[config.mk]
export PLATFORM = sky130hd
export DESIGN_NAME = ex
export DESIGN_NICKNAME = d
export VERILOG_FILES = /design/src/rtl/ex_pkg.sv /design/src/rtl/ex_div.sv /design/src/rtl/ex.sv
export SDC_FILE = /design/constraint.sdc
export NUM_CORES = 1
export LEC_CHECK = 0
export BUFFER_PORTS_ARGS = -buffer_cell sky130_fd_sc_hd__buf_2
export CAP_MARGIN = 0
export CORE_MARGIN = 2
export CORE_UTILIZATION = 33
export CTS_BUF_LIST = sky130_fd_sc_hd__clkbuf_8
export DETAILED_ROUTE_END_ITERATION = 7
export SYNTH_ARGS = -nofsm -noshare
export SYNTH_HDL_FRONTEND = slang
export SYNTH_SLANG_ARGS = --single-unit
export TNS_END_PERCENT = 1
[constraint.sdc]
create_clock -name clk -period 5.5 [get_ports clk]
set_input_delay 1.1 -clock clk [delete_from_list [all_inputs] [get_ports clk]]
set_output_delay 1.1 -clock clk [all_outputs]
set_load 0.02 [all_outputs]
[src/rtl/ex_pkg.sv]
// Shared widths, operation codes and divider state encoding for the MIPS32 execute stage.
package ex_pkg;
  localparam int RegBus     = 32;
  localparam int RegAddrBus = 5;
  localparam int AluOpBus   = 8;
  localparam int AluSelBus  = 3;

  localparam logic [AluOpBus-1:0] EXE_NOP_OP  = 8'b00000000;
  localparam logic [AluOpBus-1:0] EXE_AND_OP  = 8'b00100100;
  localparam logic [AluOpBus-1:0] EXE_OR_OP   = 8'b00100101;
  localparam logic [AluOpBus-1:0] EXE_XOR_OP  = 8'b00100110;
  localparam logic [AluOpBus-1:0] EXE_NOR_OP  = 8'b00100111;
  localparam logic [AluOpBus-1:0] EXE_SLL_OP  = 8'b01111100;
  localparam logic [AluOpBus-1:0] EXE_SRL_OP  = 8'b00000010;
  localparam logic [AluOpBus-1:0] EXE_SRA_OP  = 8'b00000011;
  localparam logic [AluOpBus-1:0] EXE_MOVZ_OP = 8'b00001010;
  localparam logic [AluOpBus-1:0] EXE_MOVN_OP = 8'b00001011;
  localparam logic [AluOpBus-1:0] EXE_MFHI_OP = 8'b00010000;
  localparam logic [AluOpBus-1:0] EXE_MTHI_OP = 8'b00010001;
  localparam logic [AluOpBus-1:0] EXE_MFLO_OP = 8'b00010010;
  localparam logic [AluOpBus-1:0] EXE_MTLO_OP = 8'b00010011;
  localparam logic [AluOpBus-1:0] EXE_DIV_OP  = 8'b00011010;
  localparam logic [AluOpBus-1:0] EXE_DIVU_OP = 8'b00011011;

  localparam logic [AluSelBus-1:0] EXE_RES_NOP   = 3'b000;
  localparam logic [AluSelBus-1:0] EXE_RES_LOGIC = 3'b001;
  localparam logic [AluSelBus-1:0] EXE_RES_SHIFT = 3'b010;
  localparam logic [AluSelBus-1:0] EXE_RES_MOVE  = 3'b011;

  localparam logic DivResultReady    = 1'b1;
  localparam logic DivResultNotReady = 1'b0;

  typedef enum logic [1:0] {
    DivFree   = 2'b00,
    DivByZero = 2'b01,
    DivOn     = 2'b10,
    DivEnd    = 2'b11
  } div_state_e;
endpackage

[src/rtl/ex_div.sv]
// Radix-2 restoring divider: one quotient bit per cycle on magnitudes, signs fixed up on the way out.
module ex_div
  import ex_pkg::*;
(
  input  logic                clk,
  input  logic                rst,
  input  logic                signed_div_i,
  input  logic [RegBus-1:0]   opdata1_i,
  input  logic [RegBus-1:0]   opdata2_i,
  input  logic                start_i,
  output logic [2*RegBus-1:0] result_o,
  output logic                ready_o
);
  div_state_e  state_q;
  logic [5:0]  cnt_q;
  logic [64:0] dividend_q;
  logic [31:0] divisor_q;
  logic        neg_quot_q;
  logic        neg_rem_q;

  logic [31:0] abs1, abs2, diff, quot, rem;
  logic        ge;

  always_comb begin
    abs1 = (signed_div_i && opdata1_i[31]) ? -opdata1_i : opdata1_i;
    abs2 = (signed_div_i && opdata2_i[31]) ? -opdata2_i : opdata2_i;
    // Partial remainder is compared at 33 bits so divisors above 2^31 cannot overflow it.
    ge   = dividend_q[64:32] >= {1'b0, divisor_q};
    diff = 32'(dividend_q[64:32] - {1'b0, divisor_q});
    quot = neg_quot_q ? -dividend_q[31:0] : dividend_q[31:0];
    rem  = neg_rem_q ? -dividend_q[64:33] : dividend_q[64:33];
  end

  assign ready_o  = (state_q == DivEnd) ? DivResultReady : DivResultNotReady;
  assign result_o = ready_o ? {rem, quot} : '0;

  always_ff @(posedge clk) begin
    if (rst) begin
      state_q    <= DivFree;
      cnt_q      <= '0;
      dividend_q <= '0;
      divisor_q  <= '0;
      neg_quot_q <= 1'b0;
      neg_rem_q  <= 1'b0;
    end else begin
      case (state_q)
        DivFree: begin
          if (start_i) begin
            cnt_q      <= '0;
            divisor_q  <= abs2;
            neg_quot_q <= signed_div_i & (opdata1_i[31] ^ opdata2_i[31]);
            neg_rem_q  <= signed_div_i & opdata1_i[31];
            if (opdata2_i == '0) begin
              state_q    <= DivByZero;
              dividend_q <= '0;
            end else begin
              state_q    <= DivOn;
              dividend_q <= {32'd0, abs1, 1'b0};
            end
          end
        end
        DivByZero: state_q <= DivEnd;
        DivOn: begin
          if (ge) dividend_q <= {diff, dividend_q[31:0], 1'b1};
          else    dividend_q <= {dividend_q[63:0], 1'b0};
          cnt_q <= cnt_q + 6'd1;
          if (cnt_q == 6'd31) state_q <= DivEnd;
        end
        DivEnd:  state_q <= DivFree;
        default: state_q <= DivFree;
      endcase
    end
  end
endmodule

[src/rtl/ex.sv]
// MIPS32 execute stage: logic/shift/move results, HI/LO write requests and a stalling divider.
module ex
  import ex_pkg::*;
(
  input  logic                  clk,
  input  logic                  rst,
  input  logic [AluOpBus-1:0]   aluop_i,
  input  logic [AluSelBus-1:0]  alusel_i,
  input  logic [RegBus-1:0]     reg1_i,
  input  logic [RegBus-1:0]     reg2_i,
  input  logic [RegAddrBus-1:0] wd_i,
  input  logic                  wreg_i,
  input  logic [RegBus-1:0]     hi_i,
  input  logic [RegBus-1:0]     lo_i,
  input  logic                  mem_whilo_i,
  input  logic [RegBus-1:0]     mem_hi_i,
  input  logic [RegBus-1:0]     mem_lo_i,
  input  logic                  wb_whilo_i,
  input  logic [RegBus-1:0]     wb_hi_i,
  input  logic [RegBus-1:0]     wb_lo_i,
  output logic [RegAddrBus-1:0] wd_o,
  output logic                  wreg_o,
  output logic [RegBus-1:0]     wdata_o,
  output logic                  whilo_o,
  output logic [RegBus-1:0]     hi_o,
  output logic [RegBus-1:0]     lo_o,
  output logic                  stallreq_o
);
  logic [RegBus-1:0]   hi_cur, lo_cur, logic_res, shift_res, move_res;
  logic [2*RegBus-1:0] div_result;
  logic                is_div, div_ready;

  assign is_div = (aluop_i == EXE_DIV_OP) || (aluop_i == EXE_DIVU_OP);

  ex_div u_div (
    .clk          (clk),
    .rst          (rst),
    .signed_div_i (aluop_i == EXE_DIV_OP),
    .opdata1_i    (reg1_i),
    .opdata2_i    (reg2_i),
    .start_i      (is_div),
    .result_o     (div_result),
    .ready_o      (div_ready)
  );

  always_comb begin
    // Youngest in-flight HI/LO write wins over the architectural copy.
    if (mem_whilo_i)     {hi_cur, lo_cur} = {mem_hi_i, mem_lo_i};
    else if (wb_whilo_i) {hi_cur, lo_cur} = {wb_hi_i, wb_lo_i};
    else                 {hi_cur, lo_cur} = {hi_i, lo_i};

    case (aluop_i)
      EXE_OR_OP:  logic_res = reg1_i | reg2_i;
      EXE_AND_OP: logic_res = reg1_i & reg2_i;
      EXE_XOR_OP: logic_res = reg1_i ^ reg2_i;
      EXE_NOR_OP: logic_res = ~(reg1_i | reg2_i);
      default:    logic_res = '0;
    endcase

    case (aluop_i)
      EXE_SLL_OP: shift_res = reg2_i << reg1_i[4:0];
      EXE_SRL_OP: shift_res = reg2_i >> reg1_i[4:0];
      EXE_SRA_OP: shift_res = 32'($signed(reg2_i) >>> reg1_i[4:0]);
      default:    shift_res = '0;
    endcase

    case (aluop_i)
      EXE_MFHI_OP:             move_res = hi_cur;
      EXE_MFLO_OP:             move_res = lo_cur;
      EXE_MOVN_OP, EXE_MOVZ_OP: move_res = reg1_i;
      default:                 move_res = '0;
    endcase
  end

  always_comb begin
    wd_o       = '0;
    wreg_o     = 1'b0;
    wdata_o    = '0;
    whilo_o    = 1'b0;
    hi_o       = '0;
    lo_o       = '0;
    stallreq_o = 1'b0;
    if (!rst) begin
      wd_o       = wd_i;
      wreg_o     = wreg_i;
      stallreq_o = is_div && !div_ready;
      case (alusel_i)
        EXE_RES_LOGIC: wdata_o = logic_res;
        EXE_RES_SHIFT: wdata_o = shift_res;
        EXE_RES_MOVE:  wdata_o = move_res;
        default:       wdata_o = '0;
      endcase
      if (aluop_i == EXE_MTHI_OP) begin
        whilo_o = 1'b1;
        hi_o    = reg1_i;
        lo_o    = lo_cur;
      end else if (aluop_i == EXE_MTLO_OP) begin
        whilo_o = 1'b1;
        hi_o    = hi_cur;
        lo_o    = reg1_i;
      end else if (is_div && div_ready) begin
        whilo_o       = 1'b1;
        {hi_o, lo_o}  = div_result;
      end
    end
  end
endmodule
Yosys cells after proc, flatten, opt, wreduce, memory -nomap -nowiden

Index checks and enable logic that the tools add are counted.

Output and inout bits: 104
RAM bits: 0
Register bits: 107
Word-level logic and storage cells: 100
Bits in latches: 0
ROM bits: 0
Memories: 0
Bits of input ports: 277

Mux-type cells: 40
Bitwise operators: 7
Order comparisons: 1
Reduce and logical (&&, ||, !) cells: 13
Equal/unequal tests: 24
Multipliers: 0
Add/sub/neg operators: 6
Shifts and indexed selects: 3
Divide/modulo/power cells: 0

Operators with widths:

| operator                                             | count |
|---|---|
| two-way mux 32 bit                                   | 17 |
| case mux 32 bit (3 select lines)                     | 3 |
| two-way mux 65 bit                                   | 2 |
| case mux 65 bit (2 select lines)                     | 1 |
| negation 32 bit                                      | 4 |
| case mux 32 bit (4 select lines)                     | 1 |
| two-way mux 64 bit                                   | 1 |
| equality test 8 x 5 -> 1 bit (second input constant) | 6 |
| >= comparator 33 x 32 -> 1 bit                       | 1 |
| two-way mux 33 bit                                   | 1 |
| bitwise AND 32 bit                                   | 1 |
| equality test 8 x 6 -> 1 bit (second input constant) | 4 |
| zero test 32 bit                                     | 1 |
| NOT 32 bit                                           | 1 |
| bitwise OR 32 bit                                    | 1 |
| << shifter 32 x 5 -> 32 bit                          | 1 |
| right shift 32 x 5 -> 32 bit                         | 1 |
| >>> shifter 32 x 5 -> 32 bit                         | 1 |
| subtractor 32 bit                                    | 1 |
| bitwise XOR 32 bit                                   | 1 |
| equality test 8 x 2 -> 1 bit (second input constant) | 2 |
| equality test 8 x 4 -> 1 bit (second input constant) | 2 |
| case mux 6 bit (2 select lines)                      | 1 |
| equality test 8 x 7 -> 1 bit (second input constant) | 1 |
| other kinds (22)                                     | 38 |

Longest topological paths before layout

Word-level depth: 7
Depth in mapped cells: 13
Gate-level depth less buffers: 13

By module

A second synthesis with hierarchy kept.

Cells, all modules: 2614
Area, all modules: 19264.7 um^2

By module, submodules not included:

| module | area each (um^2) | sequential area each (um^2) | instances | cells an instance |
|---|---|---|---|---|
| ex     | 10131.0          | 0.0                         | 1         | 1388 |
| ex_div | 9133.8           | 2142.1                      | 1         | 1226 |

Worst setup path before layout

No wires, ideal clock.

Path kind: in2out
Start: input reg1_i[1]
End: output wdata_o[6]
Data required time: 4400 ps
Stages: 10
Path slack: 819 ps
Arrival time: 3581 ps
Path through: clkbuf_1 -> buf_1 -> clkbuf_1 -> clkbuf_1 -> a21oi_1 -> a21oi_1 -> nand2_1 -> a21oi_1 -> o21ba_2 -> o21ai_0

Cells in the longest elaborated chain, start to end: 4

RTL lines:

| what                                                       | line     | source |
|---|---|---|
| start, declared                                            | ex.sv:9  | `input logic [RegBus-1:0] reg1_i,` |
| >>> shifter 32 x 5 -> 32 bit, or another cell as far along | ex.sv:63 | `EXE_SRA_OP: shift_res = 32'($signed(reg2_i) >>> reg1_i[4:0]);` |
| case mux 32 bit (3 select lines) (*)                       | ex.sv:60 | `case (aluop_i)` |
| case mux 32 bit (3 select lines) (*)                       | ex.sv:87 | `case (alusel_i)` |
| two-way mux 32 bit (*)                                     | ex.sv:83 | `if (!rst) begin` |
| end, declared                                              | ex.sv:23 | `output logic [RegBus-1:0] wdata_o,` |

Mark *: on every way between the ends. The rest lies on a longest branch, timed or not.

Worst setup path in the final report

Start: register u_div.dividend_q[35]
End: output hi_o[27]

Cells in the longest elaborated chain, start to end: 7

RTL lines:

| what                   | line         | source |
|---|---|---|
| start, declared        | ex_div.sv:16 | `logic [64:0] dividend_q;` |
| start signal, assigned | ex_div.sv:58 | `dividend_q <= {32'd0, abs1, 1'b0};` |
| start signal, assigned | ex_div.sv:64 | `if (ge) dividend_q <= {diff, dividend_q[31:0], 1'b1};` |
| start signal, assigned | ex_div.sv:65 | `else dividend_q <= {dividend_q[63:0], 1'b0};` |
| negation 32 bit        | ex_div.sv:31 | `rem = neg_rem_q ? -dividend_q[64:33] : dividend_q[64:33];` |
| two-way mux 32 bit     | ex_div.sv:31 |  |
| two-way mux 64 bit     | ex_div.sv:35 | `assign result_o = ready_o ? {rem, quot} : '0;` |
| two-way mux 32 bit     | ex.sv:101    | `end else if (is_div && div_ready) begin` |
| two-way mux 32 bit     | ex.sv:97     | `end else if (aluop_i == EXE_MTLO_OP) begin` |
| two-way mux 32 bit     | ex.sv:93     | `if (aluop_i == EXE_MTHI_OP) begin` |
| two-way mux 32 bit     | ex.sv:83     |  |
| end, declared          | ex.sv:25     | `output logic [RegBus-1:0] hi_o,` |

Every way passes these cells.

==> reports/metrics.cfg <==
[status]
status=complete, no violations

[global_route]
antenna_found_initial=6
grt_max_degree=171
track_usage_pct=31.1
grt_pass1_wl_mm=133
grt_overflow_total=0
grt_pass1_vias=19709

[synth]
synth_cell_types=80
synth_top_area_share_pct=11.8
syn_area_sq_um=18100
synthCells=2546
ys_ff_latch=107
syn-num-nets=2930
synth.yosys.warnings=0
ys_seq_area_share_pct=11.8
synthTopCellsByArea=dfxtp_1 (12%), mux2i_1 (10%), a21oi_1 (9.0%), ha_1 (7.3%), xnor2_1 (7.1%)
synthArstFlopShare_pct=0
netlist_top_cells_count=nor2_1 (336), a21oi_1 (325), mux2i_1 (187), clkbuf_1 (177), nand2_1 (160)
yosys.area.top_type=dfxtp_1
avgSynthCellArea_sq_um=7.10
synthFlopType=dfxtp_1
synth_edf_count=0
yosysMostFrequentCell=nor2_1

[critical_path]
cp_cell_sequence=or4_4 -> nor4_4 -> nand4b_1 -> or4_1 -> or3_1 -> nand2_1 -> xnor2_1 -> a21oi_1 -> a211oi_1 -> buf_2
path_buf_inv=1
required_ns=4.40
cp_slowest_stage_delay_ns=0.61
path_max_fanout=8
slowest_stage=or4_4
critPathTopFamily=simple AND/OR/NAND/NOR gates
worstSetupStartpointType=flip-flop
endpoint_kind=output port
critPathArrivalTime_ns=3.92
worst-setup-path-type=reg -> out

[cells_and_area]
area_delta_synth_final_pct=16.3
fillers=5783
nets=3178
post-route-util_pct=38.9
final_area_sq_um=21000
drive_gt1_share_pct=21.5

[timing]
worst_pin_slew_ns=1.16
holdWs_ns=0.470
slew_violations=0
tns_ns=0
relSlewSlack_pct=22.4
post-route-period-util_pct=91.3
hold_violations=0
rsz0062_at_grt=false
finalClockSkew_ns=0.0212
max_freq_mhz=199
setup_viol=0
finalCriticalPeriod_ns=5.02

[clocking]
clk_pin_slew_ns=0.11
post-cts-setup-buffers=0
cts_max_level=3
insertion_delay_ns=0.42
cts.sinks=107
cts_made_buffers=9
cts_tree=built
cts_resized=0
clockRootBuffer=clkbuf_8
clockBufferDepth=2
hold_buffers=0

[route]
wl_mm=91.9
wl_per_cell_microns=26.2
drt_first_pass_iters=6
vias=21864
ant_nets=0
drtIter0Drc=3283
drc=0
viasPerCell=6.25

[pwr]
p_leak_nw=8.74
p_per_area_nw_per_um2=177
peakVddDrop_mv=0.129

[floorplanning]
die_area_sq_um=56700
dieWidth_microns=238
pin_count=381
die_y_microns=238
core.rowCount=85
initial_utilization_pct=33.5
design.core.area_sq_um=54000

[placement]
hpwl_mm=72.6
placed_area_sq_um=20800
gp_congestion=1.05
numPortBuffers=380

[job]
drv_cap=0

[hold_path]
min_path_type=reg -> reg

[metrics by stage]
step	setup WS [ns]	instances	power, W
after global placement	0.545	3479	0.00303
after global routing	0.318	3496	0.00391
final	0.476	3500	0.00372
after floorplan	0.819	2546	0.00235
after CTS	0.529	3495	0.00368
after detailed placement	0.529	3479	0.00303
[cell families after synthesis]
kind of cell             after synthesis  synth area share (%)
AO/OA/AOI/OAI                        832                  28.3
AND/OR/NAND/NOR                      723                  18.3
buffers and inverters                340                  7.17
multiplexers                         262                  18.4
XOR/XNOR                             175                  8.47
adder cells (fa/ha/maj)              107                  7.44
flip-flops                           107                  11.8
[layer usage]
| metal | vias to the layer above | routed length [microns] | global-route usage, % |
|---|---|---|---|
| met5 | - | 27 | 0 |
| met4 | 4 | 3960 | 11.8 |
| met3 | 206 | 11400 | 7.90 |
| li1 | 9796 | - | - |
| met2 | 1409 | 37900 | 45.4 |
| met1 | 10449 | 38600 | 43.7 |
[placed cells by master (no fill, tap or decap), types with 15 or more instances in the layout]
cell	netlist	routed
a221oi_1	32	32
a21oi_1	325	324
o22ai_1	42	42
ha_1	106	106
a22oi_1	34	34
nor2_1	336	333
mux2i_1	187	187
mux4_2	54	54
o21ai_0	153	152
o31ai_1	29	29
buf_4	0	77
a31oi_1	16	16
buf_2	11	375
a211oi_1	84	84
xor2_1	28	28
inv_1	113	113
dfxtp_1	107	107
o211ai_1	15	15
a21o_1	16	16
nand3_1	29	29
xnor2_1	147	147
nor3_1	61	60
mux2_2	21	21
nand2_1	160	160
and3_1	16	16
or3_1	19	19
[where the power goes]
part,switching [W],total [W],internal (W)
registers,0.0000942,0.000929,0.000835
clock network,0.000335,0.000648,0.000312
logic,0.00132,0.00215,0.000824
[sequential cells by signal, summed over array words and instances, names as in the netlist]
signal and cells:
u_div.dividend_q 65, u_div.divisor_q 32, u_div.cnt_q 6, u_div.state_q 2
u_div.neg_quot_q 1, u_div.neg_rem_q 1
[layout make-up]
class	count	area [sq um]	share of cell area, %
inverters	116	435	2.07
well taps	696	871	4.14
multi-input cells	2099	14700	69.9
repair buffers	461	2630	12.5
flip-flops and latches	107	2140	10.2
clock buffers	9	124	0.589
clock inverters	7	130	0.619
diodes	5	12.5	0.0595
[path summary, 6_finish.rpt]
check,cells past startpoint,slack [ns],start,end
hold reg to reg,2,0.47,u_div.divisor_q[29],u_div.divisor_q[29]
setup reg to reg,12,1.82,u_div.dividend_q[49],u_div.dividend_q[63]
hold / removal,2,0.47,u_div.divisor_q[29],u_div.divisor_q[29]
setup / recovery,10,0.48,u_div.dividend_q[35],hi_o[27]
[tightest hold or removal path, cell delays in order, from the launching register on]
cell	delay, ns
dfxtp_1	0.33
nand2_1	0.05
a21oi_1	0.05
Note: power is estimated with default switching activity, not from simulation.
